`config.mk`:
```
export PLATFORM = sky130hd
export DESIGN_NAME = micro_ucr_nonce_ctrl_flat
export DESIGN_NICKNAME = d
export VERILOG_FILES = /design/src/rtl/micro_ucr_pkg.sv /design/src/rtl/micro_ucr_nonce_ctrl_if.sv /design/src/rtl/micro_ucr_target_cmp.sv /design/src/rtl/micro_ucr_nonce_ctrl.sv /design/src/flat_wrapper.sv
export SDC_FILE = /design/constraint.sdc
export NUM_CORES = 1
export LEC_CHECK = 0
export BUFFER_PORTS_ARGS = -buffer_cell sky130_fd_sc_hd__buf_2
export CORE_UTILIZATION = 44
export DETAILED_ROUTE_END_ITERATION = 8
export PLACE_DENSITY = 0.76
export SYNTH_ARGS = -nofsm -noshare
export SYNTH_HDL_FRONTEND = slang
export SYNTH_SLANG_ARGS = --single-unit
```
`constraint.sdc`:
```
create_clock -name clk -period 2.6 [get_ports clk]
set_input_delay 0.26 -clock clk [delete_from_list [all_inputs] [get_ports clk]]
set_output_delay 0.26 -clock clk [all_outputs]
set_load 0.02 [all_outputs]
```
`src/rtl/micro_ucr_pkg.sv`:
```
// Shared definitions for the micro-hash nonce sequencer: FSM states,
// datapath widths, the default sample point of the round counter and
// the byte comparison used against the difficulty target.
package micro_ucr_pkg;

  localparam int CNT_W   = 6;
  localparam int H_W     = 24;
  localparam int BLK_W   = 128;
  localparam int NONCE_W = 32;
  localparam int HDR_W   = BLK_W - NONCE_W;
  localparam int TGT_W   = 8;

  // H is folded by the core on counter 33, so it is stable on 34.
  localparam logic [CNT_W-1:0] CNT_LAST_DEF = 6'd34;

  typedef enum logic [1:0] {
    IDLE    = 2'd0,
    RUN     = 2'd1,
    FOUND   = 2'd2,
    DONE_NF = 2'd3
  } state_t;

  // Unsigned "strictly below target" test for one byte of H.
  function automatic logic byte_below(input logic [7:0] b, input logic [TGT_W-1:0] t);
    return (b < t);
  endfunction

endpackage

```
`src/rtl/micro_ucr_nonce_ctrl_if.sv`:
```
// Bundle of the sequencer's control, block and status signals.
// master = the side that issues start/header/target and returns H,
// slave  = the nonce sequencer itself.
interface micro_ucr_nonce_ctrl_if;
  import micro_ucr_pkg::*;

  logic                   start;
  logic [HDR_W-1:0]       header;
  logic [TGT_W-1:0]       target;
  logic [H_W-1:0]         H_in;
  logic [BLK_W-1:0]       bloque_out;
  logic [CNT_W-1:0]       counter_out;
  logic                   fin;
  logic                   busy;
  logic                   found;
  logic                   exhausted;
  logic [NONCE_W-1:0]     nonce_found;

  modport master (
    output start, header, target, H_in,
    input  bloque_out, counter_out, fin, busy, found, exhausted, nonce_found
  );

  modport slave (
    input  start, header, target, H_in,
    output bloque_out, counter_out, fin, busy, found, exhausted, nonce_found
  );

endinterface

```
`src/rtl/micro_ucr_target_cmp.sv`:
```
// Difficulty comparator: a hit needs both upper bytes of H to be strictly
// below the target. The low byte of H never takes part, so only the upper
// 16 bits are brought in.
module micro_ucr_target_cmp
  import micro_ucr_pkg::*;
(
  input  logic [15:0]      i_h_hi,
  input  logic [TGT_W-1:0] i_target,
  output logic             o_hit
);

  assign o_hit = byte_below(i_h_hi[15:8], i_target) && byte_below(i_h_hi[7:0], i_target);

endmodule

```
`src/rtl/micro_ucr_nonce_ctrl.sv`:
```
// Nonce sequencer upstream of the micro-hash core. Presents {header, nonce}
// as the block, drives the round counter, samples H at the end of each
// sweep and either stops on a hit, stops when the nonce range runs out,
// or moves on to the next nonce. fin freezes the core whenever no sweep
// is in progress.
module micro_ucr_nonce_ctrl
  import micro_ucr_pkg::*;
#(
  parameter logic [NONCE_W-1:0] NONCE_START = 32'h0000_0000,
  parameter logic [NONCE_W-1:0] NONCE_LAST  = 32'hFFFF_FFFF,
  parameter logic [CNT_W-1:0]   CNT_LAST    = CNT_LAST_DEF
)
(
  input  logic                    clk,
  input  logic                    reset_L,
  micro_ucr_nonce_ctrl_if.slave   bus
);

  state_t               r_state;
  logic [HDR_W-1:0]     r_header;
  logic [TGT_W-1:0]     r_target;
  logic [NONCE_W-1:0]   r_nonce;
  logic [CNT_W-1:0]     r_counter;
  logic                 r_fin;
  logic                 r_busy;
  logic                 r_found;
  logic                 r_exhausted;
  logic [NONCE_W-1:0]   r_nonce_found;
  logic                 w_hit;

  micro_ucr_target_cmp u_cmp (
    .i_h_hi   (bus.H_in[23:8]),
    .i_target (r_target),
    .o_hit    (w_hit)
  );

  // Sequencer FSM with the header/target latches, nonce and round counter.
  always_ff @(posedge clk or negedge reset_L) begin
    if (!reset_L) begin
      r_state       <= IDLE;
      r_header      <= '0;
      r_target      <= '0;
      r_nonce       <= NONCE_START;
      r_counter     <= '0;
      r_fin         <= 1'b1;
      r_busy        <= 1'b0;
      r_found       <= 1'b0;
      r_exhausted   <= 1'b0;
      r_nonce_found <= '0;
    end else begin
      case (r_state)
        IDLE, FOUND, DONE_NF: begin
          // Results are held until a new start launches the next search.
          if (bus.start) begin
            r_header      <= bus.header;
            r_target      <= bus.target;
            r_nonce       <= NONCE_START;
            r_counter     <= '0;
            r_fin         <= 1'b0;
            r_busy        <= 1'b1;
            r_found       <= 1'b0;
            r_exhausted   <= 1'b0;
            r_nonce_found <= '0;
            r_state       <= RUN;
          end else begin
            r_state <= r_state;
          end
        end

        RUN: begin
          // start is deliberately not looked at here.
          if (r_counter == CNT_LAST) begin
            r_counter <= '0;
            if (w_hit) begin
              r_nonce_found <= r_nonce;
              r_found       <= 1'b1;
              r_fin         <= 1'b1;
              r_busy        <= 1'b0;
              r_state       <= FOUND;
            end else if (r_nonce == NONCE_LAST) begin
              r_exhausted   <= 1'b1;
              r_fin         <= 1'b1;
              r_busy        <= 1'b0;
              r_state       <= DONE_NF;
            end else begin
              r_nonce       <= r_nonce + 32'd1;
            end
          end else begin
            r_counter <= r_counter + 6'd1;
          end
        end

        default: begin
          r_state   <= IDLE;
          r_counter <= '0;
          r_fin     <= 1'b1;
          r_busy    <= 1'b0;
        end
      endcase
    end
  end

  assign bus.bloque_out  = {r_header, r_nonce};
  assign bus.counter_out = r_counter;
  assign bus.fin         = r_fin;
  assign bus.busy        = r_busy;
  assign bus.found       = r_found;
  assign bus.exhausted   = r_exhausted;
  assign bus.nonce_found = r_nonce_found;

endmodule

```
`src/flat_wrapper.sv`:
```
// flat-port wrapper written by rule: the top's interface ports become plain ports
module micro_ucr_nonce_ctrl_flat import micro_ucr_pkg::*;
#(
  parameter logic [NONCE_W-1:0] NONCE_START = 32'h0000_0000,
  parameter logic [NONCE_W-1:0] NONCE_LAST  = 32'hFFFF_FFFF,
  parameter logic [CNT_W-1:0]   CNT_LAST    = CNT_LAST_DEF
)
  (clk, reset_L, bus_start, bus_header, bus_target, bus_H_in, bus_bloque_out, bus_counter_out, bus_fin, bus_busy, bus_found, bus_exhausted, bus_nonce_found);
  micro_ucr_nonce_ctrl_if bus_i ();
  input  logic clk;
  input  logic reset_L;
  input wire logic [$bits(bus_i.start)-1:0] bus_start;
  input wire logic [$bits(bus_i.header)-1:0] bus_header;
  input wire logic [$bits(bus_i.target)-1:0] bus_target;
  input wire logic [$bits(bus_i.H_in)-1:0] bus_H_in;
  output wire logic [$bits(bus_i.bloque_out)-1:0] bus_bloque_out;
  output wire logic [$bits(bus_i.counter_out)-1:0] bus_counter_out;
  output wire logic [$bits(bus_i.fin)-1:0] bus_fin;
  output wire logic [$bits(bus_i.busy)-1:0] bus_busy;
  output wire logic [$bits(bus_i.found)-1:0] bus_found;
  output wire logic [$bits(bus_i.exhausted)-1:0] bus_exhausted;
  output wire logic [$bits(bus_i.nonce_found)-1:0] bus_nonce_found;
  assign bus_i.start = bus_start;
  assign bus_i.header = bus_header;
  assign bus_i.target = bus_target;
  assign bus_i.H_in = bus_H_in;
  assign bus_bloque_out = bus_i.bloque_out;
  assign bus_counter_out = bus_i.counter_out;
  assign bus_fin = bus_i.fin;
  assign bus_busy = bus_i.busy;
  assign bus_found = bus_i.found;
  assign bus_exhausted = bus_i.exhausted;
  assign bus_nonce_found = bus_i.nonce_found;
  micro_ucr_nonce_ctrl #(.NONCE_START(NONCE_START), .NONCE_LAST(NONCE_LAST), .CNT_LAST(CNT_LAST)) u_core (.clk(clk), .reset_L(reset_L), .bus(bus_i));
endmodule
```
# After elaboration in Yosys (flattened, before gate mapping)
# Cells that the tools add are included.
# Widths: inputs -> output; s select.
# classes
add_sub_neg,2
order_cmp,2
n_eq_ne,12
mux,32
reduce_logical,8
# ops
op,count
$mux 32,6
$pmux 32 s2,2
$add 32x1->32 const B,1
$eq 32x32->1 const B,1
$lt 8x8->1,2
$mux 1,12
$mux 6,2
$pmux 6 s2,1
$mux 2,4
$ne 2x2->1 const B,4
$pmux 1 s2,4
$reduce_and 4->1,2
$add 6x1->6 const B,1
$eq 6x6->1 const B,1
$reduce_and 3->1,2
$eq 2x2->1 const B,2
$ne 2x1->1 const B,2
$pmux 2 s2,1
$ne 3x2->1 const B,1
$reduce_or 3->1,1
$eq 2x1->1 const B,1
$logic_not 2->1,1
$reduce_and 2->1,1
$logic_and 1x1->1,1
# word_totals
reg_bits,180
input_bits,131
output_inout_bits,170
elab_cells,66

# Logic depth before layout (Yosys ltp)
# Gate-level depths: netlist of the first run.
# depth
ltp_word,5
ltp_mapped,10
ltp_nobuf,9

# Modules after synthesis
# Synthesis of the first run repeated with hierarchy kept, for this count alone.
# hier_totals
cells_unflattened,877
area_unflattened_um2,7897.6
# by_module_without_submodules
mod,instances,cells_per_inst,area_per_inst_um2,seq_area_each_um2
micro_ucr_nonce_ctrl,1,837,7566.0,4505.6
micro_ucr_target_cmp,1,40,331.6,0.0

# Worst setup path after synthesis of the first run
# No wires, ideal clock.
# synth_path
path_type,register -> register
start,reg u_core.r_target[5]
end,reg u_core.r_nonce[18]
setup_ns,0.133
arrival_time_ns,2.476
required_ns,2.467
path_slack_ns,-0.009
stages_incl_launch_ff,11
n_path_buf,1
period_less_slack_ns,2.609
path_cell_list,dfrtp_1 > inv_1 > ha_1 > a21o_1 > a21oi_1 > nor2b_1 > o41ai_1 > nor2_1 > buf_2 > a31oi_1 > a21oi_1
# synth_via
elab_chain_len,4
elab_cells_between_ends,5
cone_classes,order compare (2); eq/ne (1); reduce/logical (2)
# synth_rtl
element,line,rtl
start: declaration,micro_ucr_nonce_ctrl.sv:21,logic [TGT_W-1:0] r_target;
start signal: assignment,micro_ucr_nonce_ctrl.sv:56,r_target <= bus.target;
$lt 8x8->1,micro_ucr_pkg.sv:25,return (b < t);
$logic_and 1x1->1 (*),micro_ucr_target_cmp.sv:12,"assign o_hit = byte_below(i_h_hi[15:8], i_target) && byte_below(i_h_hi[7:0], i_target);"
$ne 2x2->1 (no source line) (*),--,
$reduce_and 4->1 (no source line) (*),--,
end signal: assignment,micro_ucr_nonce_ctrl.sv:86,r_nonce <= r_nonce + 32'd1;
end: declaration,micro_ucr_nonce_ctrl.sv:22,logic [NONCE_W-1:0] r_nonce;
# Every way passes the cells marked *; elsewhere a longest branch is shown, timed or not.
# A chain may end at the register's enable or synchronous reset.

# Worst setup path in the final report of the first run
# layout_path
start,reg u_core.r_target[5]
end,reg u_core.r_nonce_found[16] (netlist: u_core.bus.nonce_found[16])
# layout_via
elab_chain_len,4
elab_cells_between_ends,5
cone_classes,order compare (2); eq/ne (1); reduce/logical (2)
# layout_rtl
element,line,rtl
$lt 8x8->1,micro_ucr_pkg.sv:25,
$logic_and 1x1->1 (*),micro_ucr_target_cmp.sv:12,
$ne 2x2->1 (no source line) (*),--,
$reduce_and 3->1 (no source line) (*),--,
end signal: assignment,micro_ucr_nonce_ctrl.sv:75,r_nonce_found <= r_nonce;
end: declaration,micro_ucr_nonce_ctrl.sv:28,logic [NONCE_W-1:0] r_nonce_found;
# Marks and branches as above.

==> results of run 1 <==
[per-stage QoR]
step                hold slack, ps  cell area (sq um)  total power [uW]
finish                       15.01              10410             10660
global route                 6.824              10400             11330
CTS                         0.2687              10380             10750
detailed placement           335.9               9683              8105
global placement             331.0               9683              7985
floorplan                   -35.59               7731              6560
[sequential cells by signal, indices dropped and copies added, names as in the netlist]
| signal | count |
|---|---|
| u_core.bus.busy | 1 |
| u_core.bus.counter_out | 6 |
| u_core.bus.exhausted | 1 |
| u_core.bus.fin | 1 |
| u_core.bus.found | 1 |
| u_core.bus.nonce_found | 32 |
| u_core.r_header | 96 |
| u_core.r_nonce | 32 |
| u_core.r_state | 2 |
| u_core.r_target | 8 |
[layer usage]
layer  wire length, microns  part of all wire [%]
met5                     13                 0.061
met4                    326                   1.5
met3                   1391                   6.5
met2                  10510                    49
met1                   9154                    43
[critical path: stages, from the launching register on]
cell,delay (ps)
sky130_fd_sc_hd__dfrtp_1,360
sky130_fd_sc_hd__inv_1,90
sky130_fd_sc_hd__ha_1,250
sky130_fd_sc_hd__a21o_1,160
sky130_fd_sc_hd__a21oi_1,160
sky130_fd_sc_hd__nor2b_1,110
sky130_fd_sc_hd__or4_1,610
sky130_fd_sc_hd__nand2_1,110
sky130_fd_sc_hd__o21ai_2,70
sky130_fd_sc_hd__buf_12,160
sky130_fd_sc_hd__a22o_1,250
[cells by family (layout without fill, tap and decap cells)]
kind of cell / count (synthesis) / in the layout / share of synthesized area [%]
flops: 180 / 180 / 58.33
fa+ha+maj: 17 / 17 / 2.754
simple gates: 434 / 434 / 23.83
mux: 5 / 5 / 0.6480
xor+xnor: 1 / 1 / 0.1134
buf+inv: 62 / 396 / 3.305
other cells: 0 / 4 / 0
compound gates: 129 / 129 / 11.02
[layout make-up]
class / instances / area (sq um) / area share (%)
Multi-Input combinational cell: 586 / 2995 / 28.79
Tap cell: 225 / 281.5 / 2.706
Timing Repair Buffer: 343 / 1941 / 18.65
Sequential cell: 180 / 4506 / 43.30
Antenna cell: 4 / 10.01 / 0.09620
Clock buffer: 17 / 425.4 / 4.088
Clock inverter: 15 / 167.7 / 1.611
Inverter: 21 / 78.83 / 0.7576
[worst paths after layout]
kind,from,to,slack (ps),cells after the start
worst max register to register,u_core.r_target[5],u_core.bus.nonce_found[16],120,10
max in group asynchronous,reset_L,u_core.bus.nonce_found[6],1440,3
worst min register to register,u_core.bus.fin,u_core.bus.fin,460,2
worst max-delay path,u_core.r_target[5],u_core.bus.nonce_found[16],120,10
min in group asynchronous,reset_L,u_core.r_nonce[22],410,2
worst min-delay path,bus_header[61],u_core.r_header[61],20,3
[cells in the mapped netlist (4+ instances only)]
master	count
sky130_fd_sc_hd__a21o_1	11
sky130_fd_sc_hd__mux2i_1	5
sky130_fd_sc_hd__o21ai_0	47
sky130_fd_sc_hd__or3_1	6
sky130_fd_sc_hd__a21oi_1	20
sky130_fd_sc_hd__a22o_1	32
sky130_fd_sc_hd__and3_1	4
sky130_fd_sc_hd__nand3_1	22
sky130_fd_sc_hd__ha_1	17
sky130_fd_sc_hd__nor4_1	8
sky130_fd_sc_hd__clkbuf_1	34
sky130_fd_sc_hd__nor3_1	10
sky130_fd_sc_hd__o211ai_1	4
sky130_fd_sc_hd__dfrtp_1	179
sky130_fd_sc_hd__nor2_1	24
sky130_fd_sc_hd__nand2_1	329
sky130_fd_sc_hd__or4_1	4
sky130_fd_sc_hd__nand4_1	10
sky130_fd_sc_hd__inv_1	21
[power by group through the flow]
stage,clock network (uW),registers (uW),logic [uW]
CTS,2640,4290,3820
floorplan,0,5420,1140
global placement,0,4290,3700
detailed placement,0,4300,3800
finish,2570,4300,3790
global route,2760,4410,4150
[repair_timing]
item | 4_1_cts | 5_1_grt
setup endpoints to repair | 0 | 3
gates resized for setup | 0 | 1
hold endpoints to repair | 80 | 0
buffers inserted | 0 | 2
hold buffers | 10 | 0
==> metrics list, run 1 <==
- The initialized floorplan defines 48 standard-cell rows.
- Leading cell type in the layout, fill and taps excluded: sky130_fd_sc_hd__nand2_1
* Fraction of the yosys area taken by sequential cells: 58.33%
- Global routing usage on met1: 29.83%
- Final RePlAce weighted congestion: 0.7998
- Vert. Die Dim: 134.5 microns
- I/O pin cnt: 301
* Switching share of power: 39.72%
- The longest clock path from root to sink contains 2 buffers.
- Number of synthesized register bits: 180
* Later-pin clock latency in the skew report: 430 ps
- Synth area leader: sky130_fd_sc_hd__dfrtp_1
- TritonCTS built the clock tree.
* Signal arrival time at the worst endpoint: 2790 ps
- Setup repair after global routing left no endpoint under its margin.
- The library cells used most frequently in the layout, excluding fill and tap cells, are 328 x sky130_fd_sc_hd__nand2_1, 291 x sky130_fd_sc_hd__buf_2, 179 x sky130_fd_sc_hd__dfrtp_1, 47 x sky130_fd_sc_hd__o21ai_0, 36 x sky130_fd_sc_hd__buf_4.
- The H-tree generated during clock tree synthesis spans 4 levels.
* Clk pin slew, worst setup/hold paths: 70 ps
- Clock buffer count from CTS: 17
- Pre-CTS WS: 144.7 ps
* Cell count after synthesis: 828
* Largest net degree at the start of global routing: 77
- After synthesis, the mean cell area works out to 9.328 sq um.
- The finished layout holds 1391 standard cells, fillers aside.
* Setup TNS: 0 ps
* Effective utilization at floorplan: 44.81%
* Internal power summed over all cells: 6427 uW
- The region available for standard cell placement spans 17240 sq um.
- DP Wirelength: 14960 microns
* Netlist cell types: 49
* Worst hold path class: in -> reg
- For this run, design rule violations remaining after detail routing come to 0.
- Normalized max-slew margin: 56.60%
- In the global route stage, met3 resource usage came out at 6.907%.
- Input and output buffers added on the ports amount to 292.
- Fmax: 0.4040 GHz
- The detail route stage leaves a number of antenna-violating nets equal to 0.
- Total of fill cells in the finished design: 1476
- Die area: 18090 sq um
- At the worst endpoint, the required time is 2910 ps.
- In the finished design, the share of the clock period the worst path needs comes to 95.21%.
- Number of antenna violations at the first check in global routing: 3
* Iteration-0 DRC count of the detailed router: 392
- Clock network fraction of design power: 24.2%
- Static leakage: 0.005759 uW
- Outcome: finished, final reports clean
* Clk root buf: sky130_fd_sc_hd__clkbuf_16
- The number of nets in the synthesized netlist is 976.
- Along the worst path, the maximum fanout reaches 33.
- For the pin with the worst max-slew slack, the measured transition is 651.0 ps.
* Category of the worst setup path capture point: flop
- Via total after detailed routing: 6971
* Summed instance area of the synthesized netlist: 7724 sq um
* DRT Pass-1 Iters: 5
* Start-to-end type of the worst setup path: reg -> reg
- Overflow after GRT: 0
- Total power density per cell area: 1025 nW/um^2
- Async set-reset flop share out of synthesis: 100.0%
* Overall Global Routing Usage: 23.75%
- Peak VDD IR: 0.0006903 V
- Of the total power, registers draw 40.3%.
- Final hold violation count: 0
* Die boundary width: 134.5 microns
- Of the cells placed in the final design, the portion with a size suffix greater than 1 is 32.79%.
- Nets@finish: 1297
* Area growth from synthesis to final layout: 34.72%
* Final max-slew violation count: 0
- The number of global-route vias before repair is 6652.
* Type of element launching the critical path: flop
- Setup slack on the critical path of the routed design comes to 124.6 ps.
* Global-route met2 utilization: 39.49%
* Main synth FF type: sky130_fd_sc_hd__dfrtp_1
- Counting flops with a built-in enable in the synthesized netlist gives 0.
- Mean routed wirelength per cell: 15.38 microns
* Yosys warns: 0
- Routed via count divided by cell count: 5.012
- For this block, the routed nets add up to 21400 microns of wire.
- Summed over all nets, the switching power comes to 4235 uW.
- Total setup violations reported at the end of the flow: 0
- Busiest layer in global routing: met2
- Yosys attributes the largest share of cell area to sky130_fd_sc_hd__dfrtp_1 58%, sky130_fd_sc_hd__nand2_1 16%, sky130_fd_sc_hd__a22o_1 3.6%.
- Placed Cells incl. Taps: 1343
* Maxcap violations: 0
- On the final layout, the worst clock skew is 10.35 ps.
- CTS sink cnt: 180
- Measured on the finished design, the core utilization comes to 60.37%.
- The first global-routing pass estimated 33550 microns of wire.
* Combinational group share of total power: 35.5%
- Minimum clock period after layout: 2475 ps
- The synthesized design devotes to its leading area cell type 57.99% of total area.
Power figures use the tool's default switching activity.
==> inputs of run 2 (changes only) <==
--- a/config.mk
+++ b/config.mk
@@ -6,9 +6,11 @@
 export NUM_CORES = 1
 export LEC_CHECK = 0
 export BUFFER_PORTS_ARGS = -buffer_cell sky130_fd_sc_hd__buf_2
-export CORE_UTILIZATION = 44
+export CORE_UTILIZATION = 45
 export DETAILED_ROUTE_END_ITERATION = 8
-export PLACE_DENSITY = 0.76
+export PLACE_DENSITY = 0.77
+export REMOVE_ABC_BUFFERS = 1
 export SYNTH_ARGS = -nofsm -noshare
 export SYNTH_HDL_FRONTEND = slang
+export SYNTH_HIERARCHICAL = 1
 export SYNTH_SLANG_ARGS = --single-unit
==> run 2 against run 1 <==
The run now ends with setup timing left. Cell area increased by 3.5%. Largest cell class unchanged. Synthesized area is 2.3% higher. Synthesized cell count increased by 5.9%. Critical path depth increased by 1.
==> metrics list, run 2 <==
- Outcome: finished, violations left
* Violations in the final reports: setup timing
* Number of remaining DRC errors: 0
- From left edge to right edge, the die measures 134.5 microns.
- The detailed router put a total of 9227 microns of wire on met1.
* Number of synthesized register bits: 180
* Total setup violations reported at the end of the flow: 28
* Worst R2R Start: u_core/r_target[7]
- Type of element launching the critical path: flop
- Yosys mapped a number of flops with a built-in enable equal to 0.
* Critical path endpoint: u_core/r_nonce[25]
- Via total after detailed routing: 7451
- The clock reaches the later pin of the worst-skew pair after 430 ps.
- Final worst path period share: 105.9%
- Die area: 18080 sq um
- Clock tree buffer depth: 2
- Top metal layer carrying routed signals: met4
- Global routing consumed, over all layers together, 25.48% of the routing resources.
- Yosys printed 6 warnings.
- Setup repair after global routing could not meet its margin everywhere.
- For this block, the initial DRC count from the detailed router was 485.
* Final max-slew violation count: 0
- The hold violation total from the final report was 0.
* Layout cell share with drive strength beyond 1: 34.11%
- Minimum clock period after layout: 2754 ps
* Effective utilization at floorplan: 45.82%
- The first global-routing pass estimated 35850 microns of wire.
- Detailed placement finished with a half-perimeter wire length of 15620 microns.
- Leading cell type in the layout, fill and taps excluded: sky130_fd_sc_hd__nand2_1
* Commonest cells in the synthesized netlist: 392 x sky130_fd_sc_hd__nand2_1, 179 x sky130_fd_sc_hd__dfrtp_1, 49 x sky130_fd_sc_hd__o21ai_0, 36 x sky130_fd_sc_hd__clkbuf_1, 20 x sky130_fd_sc_hd__nand3_1
- Final critical-path setup slack: -153.6 ps
- The floorplan has 48 rows.
- The floorplan step defined a core boundary enclosing 17240 sq um.
- Worst hold path class: in -> reg
- R2r setup slk: -150 ps
- H-Tree Level Count: 4
- Startpoint of the most critical setup path: u_core/r_target[7]
- The register with the most flip-flops in the layout has 96 of them.
* Worst Hold Margin: 14.34 ps
- Routed via count divided by cell count: 5.229
* Crit path max fanout: 5
* Cell count after synthesis: 877
* Synthesized area per cell: 9.005 sq um
- During placement, the flow inserted port buffers numbering 292.
- The first TritonRoute pass finished after 6 iterations.
- Leaving out fill and tap cells, the most frequent cells in the layout are 390 x sky130_fd_sc_hd__nand2_1, 291 x sky130_fd_sc_hd__buf_2, 179 x sky130_fd_sc_hd__dfrtp_1, 38 x sky130_fd_sc_hd__o21ai_0, 27 x sky130_fd_sc_hd__buf_4.
- Synth area leader: sky130_fd_sc_hd__dfrtp_1
- Wire segments on met2 add up to 11290 microns in the final route.
* Nets@finish: 1332
- The number of antenna violations at the first check in global routing is 4.
* Top cell type's share of synthesized area: 56.72%
* Overflow after GRT: 0
- Worst slew pin tran: 865.9 ps
* TritonCTS clock tree: done
- The number of global-route vias before repair was 7186.
- Measured in cells, the most critical reg-to-reg path has a length of 11.
- Static leakage: 0.005887 uW
* Normalized max-slew margin: 42.27%
- The synthesized netlist contains 48 unique library cells.
* Main synth FF type: sky130_fd_sc_hd__dfrtp_1
- STA puts the critical path data required time at 2920 ps.
* Start-to-end type of the worst setup path: reg -> reg
* Maxcap violations: 0
- Yosys instantiated no cell more often than sky130_fd_sc_hd__nand2_1.
* Final worst clock skew: 9.409 ps
* Routed wl met3: 1776 microns
- The final layout contains routed wiring with a total length of 23010 microns.
- Timing would allow up to 0.3632 GHz.
- At the end of routability-driven placement, the weighted congestion stood at 0.8697.
* Mean routed wirelength per cell: 16.15 microns
* I/O pin cnt: 301
* Largest net degree at the start of global routing: 115
- Sequential cells were found to cover 57.05% of the synthesized design area.
- Vert. Die Dim: 134.5 microns
- The worst-case IR drop observed on VDD is 0.0006476 V.
* Register containing the most flip-flops in the final layout: u_core/r_header
- The area growth from synthesis to layout is 36.36%.
* Cell types occupying the most area after synthesis: sky130_fd_sc_hd__dfrtp_1 57%, sky130_fd_sc_hd__nand2_1 19%, sky130_fd_sc_hd__o21ai_0 3.1%
* End of the worst register-to-register path: u_core/r_nonce[25]
- Clk root buf: sky130_fd_sc_hd__clkbuf_16
- For this design the ratio of total power to cell area is 1066 nW/um^2.
* Total of fill cells in the finished design: 1409
* Async set-reset flop share out of synthesis: 100.0%
* Final cell utilization of the core: 62.48%
- Residual antenna-violating net count after detailed routing: 0
- Signal arrival time at the worst endpoint: 3070 ps
- CTS sink cnt: 180
- Summed instance area of the synthesized netlist: 7898 sq um
- Category of the worst setup path capture point: flop
- After clock tree synthesis, the clock-pin slew on the worst setup and hold paths is 70 ps.
- Clock tree synthesis inserted a total of 17 buffers.
run 2: cell types whose count changed after synthesis, sizes merged, moves of 7 or more:
cell | before | now
nand2 | 331 | 393
a22o | 32 | 1
a21oi | 21 | 7
and3 | 4 | 15
a211o | 1 | 10
nor2 | 24 | 16
a31oi | 3 | 10
o31ai | 1 | 8
run 2: per-layer routing:
metal | global-route usage [%] | vias up
met1 | 31.08 | 3532
li1 | - | 3538
met4 | 12.05 | 0
met5 | 0 | -
met3 | 6.832 | 57
met2 | 42.14 | 324
run 2: logic make-up (layout without fill, tap and decap cells):
logic type	count (synthesis)	count (layout)	share of synthesized area, %
xor gates and xnor gates	1	1	0.1109
buffers and inverters	62	379	3.311
AOI/OAI and AO/OA	114	115	9.538
DFF	180	180	57.05
and+or+nand+nor	498	499	26.66
adders and majority gates	17	17	2.693
other	0	4	0
muxes	5	5	0.6337
run 2: how the worst min path moves through the flow:
stage / cells past startpoint / slack [ps] / endpoint / startpoint
finish: 3 / 10 / u_core/r_header[79] / bus_header[79]
CTS: 3 / 0.8 / u_core/r_header[29] / bus_header[29]
detailed placement: 1 / 350 / u_core/bus.nonce_found[15] / reset_L
global placement: 1 / 350 / u_core/bus.nonce_found[9] / reset_L
floorplan: 0 / -40 / u_core/bus.busy / reset_L
global route: 3 / 6 / u_core/r_header[28] / bus_header[28]
run 2: power by group:
| group | leakage (uW) | internal [uW] | switching, uW |
|---|---|---|---|
| Clock | 0.000298 | 1510 | 1140 |
| Combinational | 0.00328 | 1540 | 2830 |
| Sequential | 0.00231 | 3840 | 619 |
| Total | 0.00589 | 6890 | 4590 |
run 2: through the flow:
step	setup WS, ps	instances	setup TNS, ps	total power, uW	instance area, sq um
2_1_floorplan	-4741	831	-373220	6905	7696
3_3_place_gp	-406.2	1381	-16550	8571	9797
3_5_place_dp	-438.0	1381	-18010	8674	9797
4_1_cts	-169.0	1418	-2372	11470	10640
5_1_grt	-211.8	1425	-4475	12170	10770
6_report	-153.6	1425	-2749	11480	10770
run 2: cell type report:
class                      count  area (sq um)  area share [%]
sequential                   180          4506           41.84
clock inverter                11         138.9           1.290
antenna                        4         10.01         0.09295
tap                          225         281.5           2.614
clock buffer                  20         466.7           4.334
timing repair buffer         332          1903           17.67
multi-input combinational    637          3403           31.60
inverter                      16         60.06          0.5577
run 2: critical path: stages (launching register included):
cell                        delay, ps
sky130_fd_sc_hd__dfrtp_1          400
sky130_fd_sc_hd__inv_2             90
sky130_fd_sc_hd__ha_4             200
sky130_fd_sc_hd__and3_4           180
sky130_fd_sc_hd__a211o_1          250
sky130_fd_sc_hd__a221o_1          310
sky130_fd_sc_hd__a311oi_4         290
sky130_fd_sc_hd__or4_4            210
sky130_fd_sc_hd__a31oi_4           80
sky130_fd_sc_hd__clkbuf_16        220
sky130_fd_sc_hd__a211o_1          250
sky130_fd_sc_hd__a21o_1           170
run 2: repair_timing:
item,4_1_cts,5_1_grt
endpoints found under the setup margin,68,52
resized for setup,29,30
gates cloned,5,1
buffers inserted,2,3
pin swaps,27,9
endpoints found under the hold margin,75,0
hold buffers,1,0
==> inputs of run 3 (changes only) <==
--- a/config.mk
+++ b/config.mk
@@ -6,6 +6,8 @@
 export NUM_CORES = 1
 export LEC_CHECK = 0
 export BUFFER_PORTS_ARGS = -buffer_cell sky130_fd_sc_hd__buf_2
+export CAP_MARGIN = 20
+export CORE_ASPECT_RATIO = 1.4
 export CORE_UTILIZATION = 45
 export DETAILED_ROUTE_END_ITERATION = 8
 export PLACE_DENSITY = 0.77
==> run 3 against run 2 <==
The flow still finishes with violations (setup timing). Sequential share of layout area is 1.2 points lower. Non-clock buffer count is 32 higher. Utilization is 2.9 points higher. Combinational power is 2% higher. Critical path depth stayed put. Routed wire length is 3.6% higher. Sequential power hardly changed. Final cell count is 2.5% higher. Flip-flop and latch count stayed put. Via count is 2.2% higher. Cell area is 2.9% higher.
==> metrics list, run 3 (synthesis gave the netlist of run 2 again) <==
- The floorplan has 56 rows.
- Dividing total power by cell area gives a power density of 1040 nW/um^2.
- Critical hold path startpoint: bus_header[0]
* Non-filler instance count after layout: 1461
- In this run, the combinational gates consume 38.6% of the power.
* Minimum clock period after layout: 2739 ps
- Peak VDD IR: 0.0007165 V
* Core ar.: 16960 sq um
- After detailed placement, the design holds a cell count of 1390.
* Leading cell type in the layout, fill and taps excluded: sky130_fd_sc_hd__nand2_1
- Across every metal layer, demand over resource in global routing totals 27.01%.
- For this run, design rule violations remaining after detail routing come to 0.
- Final worst clock skew: 10.02 ps
- Global-route wire length before repair: 38150 microns
- Switching share of power: 40.08%
- Residual antenna-violating net count after detailed routing: 0
- CTS built an H-tree with a depth of 4.
- Via total after detailed routing: 7618
- Largest net degree at the start of global routing: 115
- Clk pin slew, worst setup/hold paths: 70 ps
- R2r setup slk: -140 ps
- The register with the most flip-flops in the layout has 96 of them.
- Final RePlAce weighted congestion: 0.8807
- Fmax: 0.3651 GHz
- TritonCTS clock tree: done
- At the end of the flow the core is filled with cells to 65.34%.
* Internal power summed over all cells: 6905 uW
- Start-to-end type of the worst setup path: reg -> reg
* Clk root buf: sky130_fd_sc_hd__clkbuf_16
* Total setup violations reported at the end of the flow: 19
- Final critical-path setup slack: -139.1 ps
- The die is 158.8 microns tall.
* Violations in the final reports: setup timing
- Summed over all layers, the routed wires come to 23850 microns.
- Category of the worst setup path capture point: flop
- Via count of the first global-routing pass: 7701
* Later-pin clock latency in the skew report: 430 ps
- DRT Pass-1 Iters: 5
* Overflow after GRT: 0
* Number of inserted diodes: 0
- The worst register-to-register path begins at u_core/r_target[5].
- In this run the power spent charging and discharging nets is 4619 uW.
- Clock network fraction of design power: 22.8%
- TritonCTS created 17 clock buffers.
* Mean routed wirelength per cell: 16.32 microns
* Share of power burned in registers: 38.6%
- Final max-slew violation count: 0
* Number of antenna violations at the first check in global routing: 0
* Port Buffers: 292
* End of the worst register-to-register path: u_core/r_nonce[19]
* Die boundary width: 114.0 microns
- Critical path endpoint: u_core/r_nonce[19]
* Normalized max-slew margin: 54.05%
* Outcome: finished, violations left
- DP Wirelength: 15280 microns
- Worst slew pin tran: 683.9 ps
- The most critical setup path has its startpoint at u_core/r_target[5].
- For this design, the sink count on the clock tree is 180.
- For the worst flop-to-flop path, the logic depth is 11.
- Area growth from synthesis to final layout: 40.29%
- Setup repair after global routing missed its margin: yes
- STA classifies the critical path startpoint as a flop.
- Pin placement for this block handled 301 I/O pins.
- The tool flagged a number of max-cap violations equal to 0.
* Final worst path period share: 105.4%
- The initial utilization of the core area, before any placement, comes to 46.58%.
* Worst hold path class: in -> reg
- After the last flow step, the layout net total stands at 1364.
* Layout cell share with drive strength beyond 1: 33.52%
- Register containing the most flip-flops in the final layout: u_core/r_header
- Die area: 18090 sq um
- The clock passes through at most 2 buffers.
- Data on the critical path is required at its endpoint by 2930 ps.
* Highest-count cells in the layout ignoring fill and taps: 391 x sky130_fd_sc_hd__nand2_1, 291 x sky130_fd_sc_hd__buf_2, 179 x sky130_fd_sc_hd__dfrtp_1, 30 x sky130_fd_sc_hd__dlygate4sd3_1, 30 x sky130_fd_sc_hd__o21ai_0
- Hold timing on the final database bottoms out at a slack of 19.51 ps.
- Of all nets on the critical path, the largest fanout is 6.
- Signal arrival time at the worst endpoint: 3070 ps
- Final hold violation count: 0
- Static leakage: 0.006009 uW
- Iteration-0 DRC count of the detailed router: 451
- In the routed layout, each cell is associated on average with a via count of 5.214.
* Pre-CTS WS: -416.9 ps
## run 3: cell types whose count changed in the layout (fill, tap and decap cells not counted), sizes merged
cell | before | now
buf | 327 | 331
dlygate4sd3 | 1 | 30
diode | 4 | 0
## run 3: what timing repair did
| item | 4_1_cts | 5_1_grt |
|---|---|---|
| endpoints found under the setup margin | 67 | 37 |
| resized for setup | 26 | 41 |
| pin swaps | 23 | 19 |
| buffers inserted | 4 | 2 |
| gates cloned | 5 | 1 |
| endpoints found under the hold margin | 92 | 0 |
| hold buffers | 30 | 0 |
## run 3: worst max-delay path: stages, from the launching register on
cell and delay, ps:
sky130_fd_sc_hd__dfrtp_1 390, sky130_fd_sc_hd__inv_2 90, sky130_fd_sc_hd__ha_4 210, sky130_fd_sc_hd__and3_4 170, sky130_fd_sc_hd__a211o_1 250, sky130_fd_sc_hd__a221o_1 280
sky130_fd_sc_hd__a311oi_2 270, sky130_fd_sc_hd__or4_4 210, sky130_fd_sc_hd__a31oi_4 70, sky130_fd_sc_hd__clkbuf_16 230, sky130_fd_sc_hd__a211o_1 310, sky130_fd_sc_hd__a21o_1 160
## run 3: worst min-delay path by stage
stage                                to  slack, ps  cells after the start
floorplan               u_core/bus.busy        -40                      0
detailed placement   u_core/r_header[9]        320                      1
global placement     u_core/r_header[9]        310                      1
CTS                 u_core/r_header[36]       0.06                      3
global route        u_core/r_header[92]          1                      3
finish               u_core/r_header[0]         20                      3
## run 3: power by group through the flow
stage	clock network, uW	logic (uW)	registers (uW)
5_1_grt	2780	4830	4580
6_report	2630	4450	4440
4_1_cts	2690	4340	4430
2_1_floorplan	0	1240	5670
3_3_place_gp	0	4100	4430
3_5_place_dp	0	4220	4440
## run 3: metal layers
metal / share of wire (%) / vias up / wire [microns] / GRT usage (%)
met2: 51 / 349 / 12090 / 45.37
met1: 38 / 3594 / 9088 / 31.04
met4: 4.4 / 0 / 1058 / 14.94
met5: 0 / - / 0 / 0
li1: - / 3592 / - / -
met3: 6.8 / 83 / 1616 / 6.870
## run 3: per-stage QoR
step	power, uW	setup TNS [ps]	instance area, sq um
floorplan	6905	-373220	7696
global placement	8532	-8551	9831
detailed placement	8663	-12880	9831
CTS	11460	-876.5	10960
global route	12190	-2960	11080
finish	11520	-1130	11080
## run 3: cell type report
class	instances	area (sq um)
inverters	16	60.06
fillers	1382	5877
well taps	232	290.3
clock inverters	11	141.4
clock buffers	21	460.4
repair buffers	364	2241
multi-input cells	637	3381
flip-flops and latches	180	4506
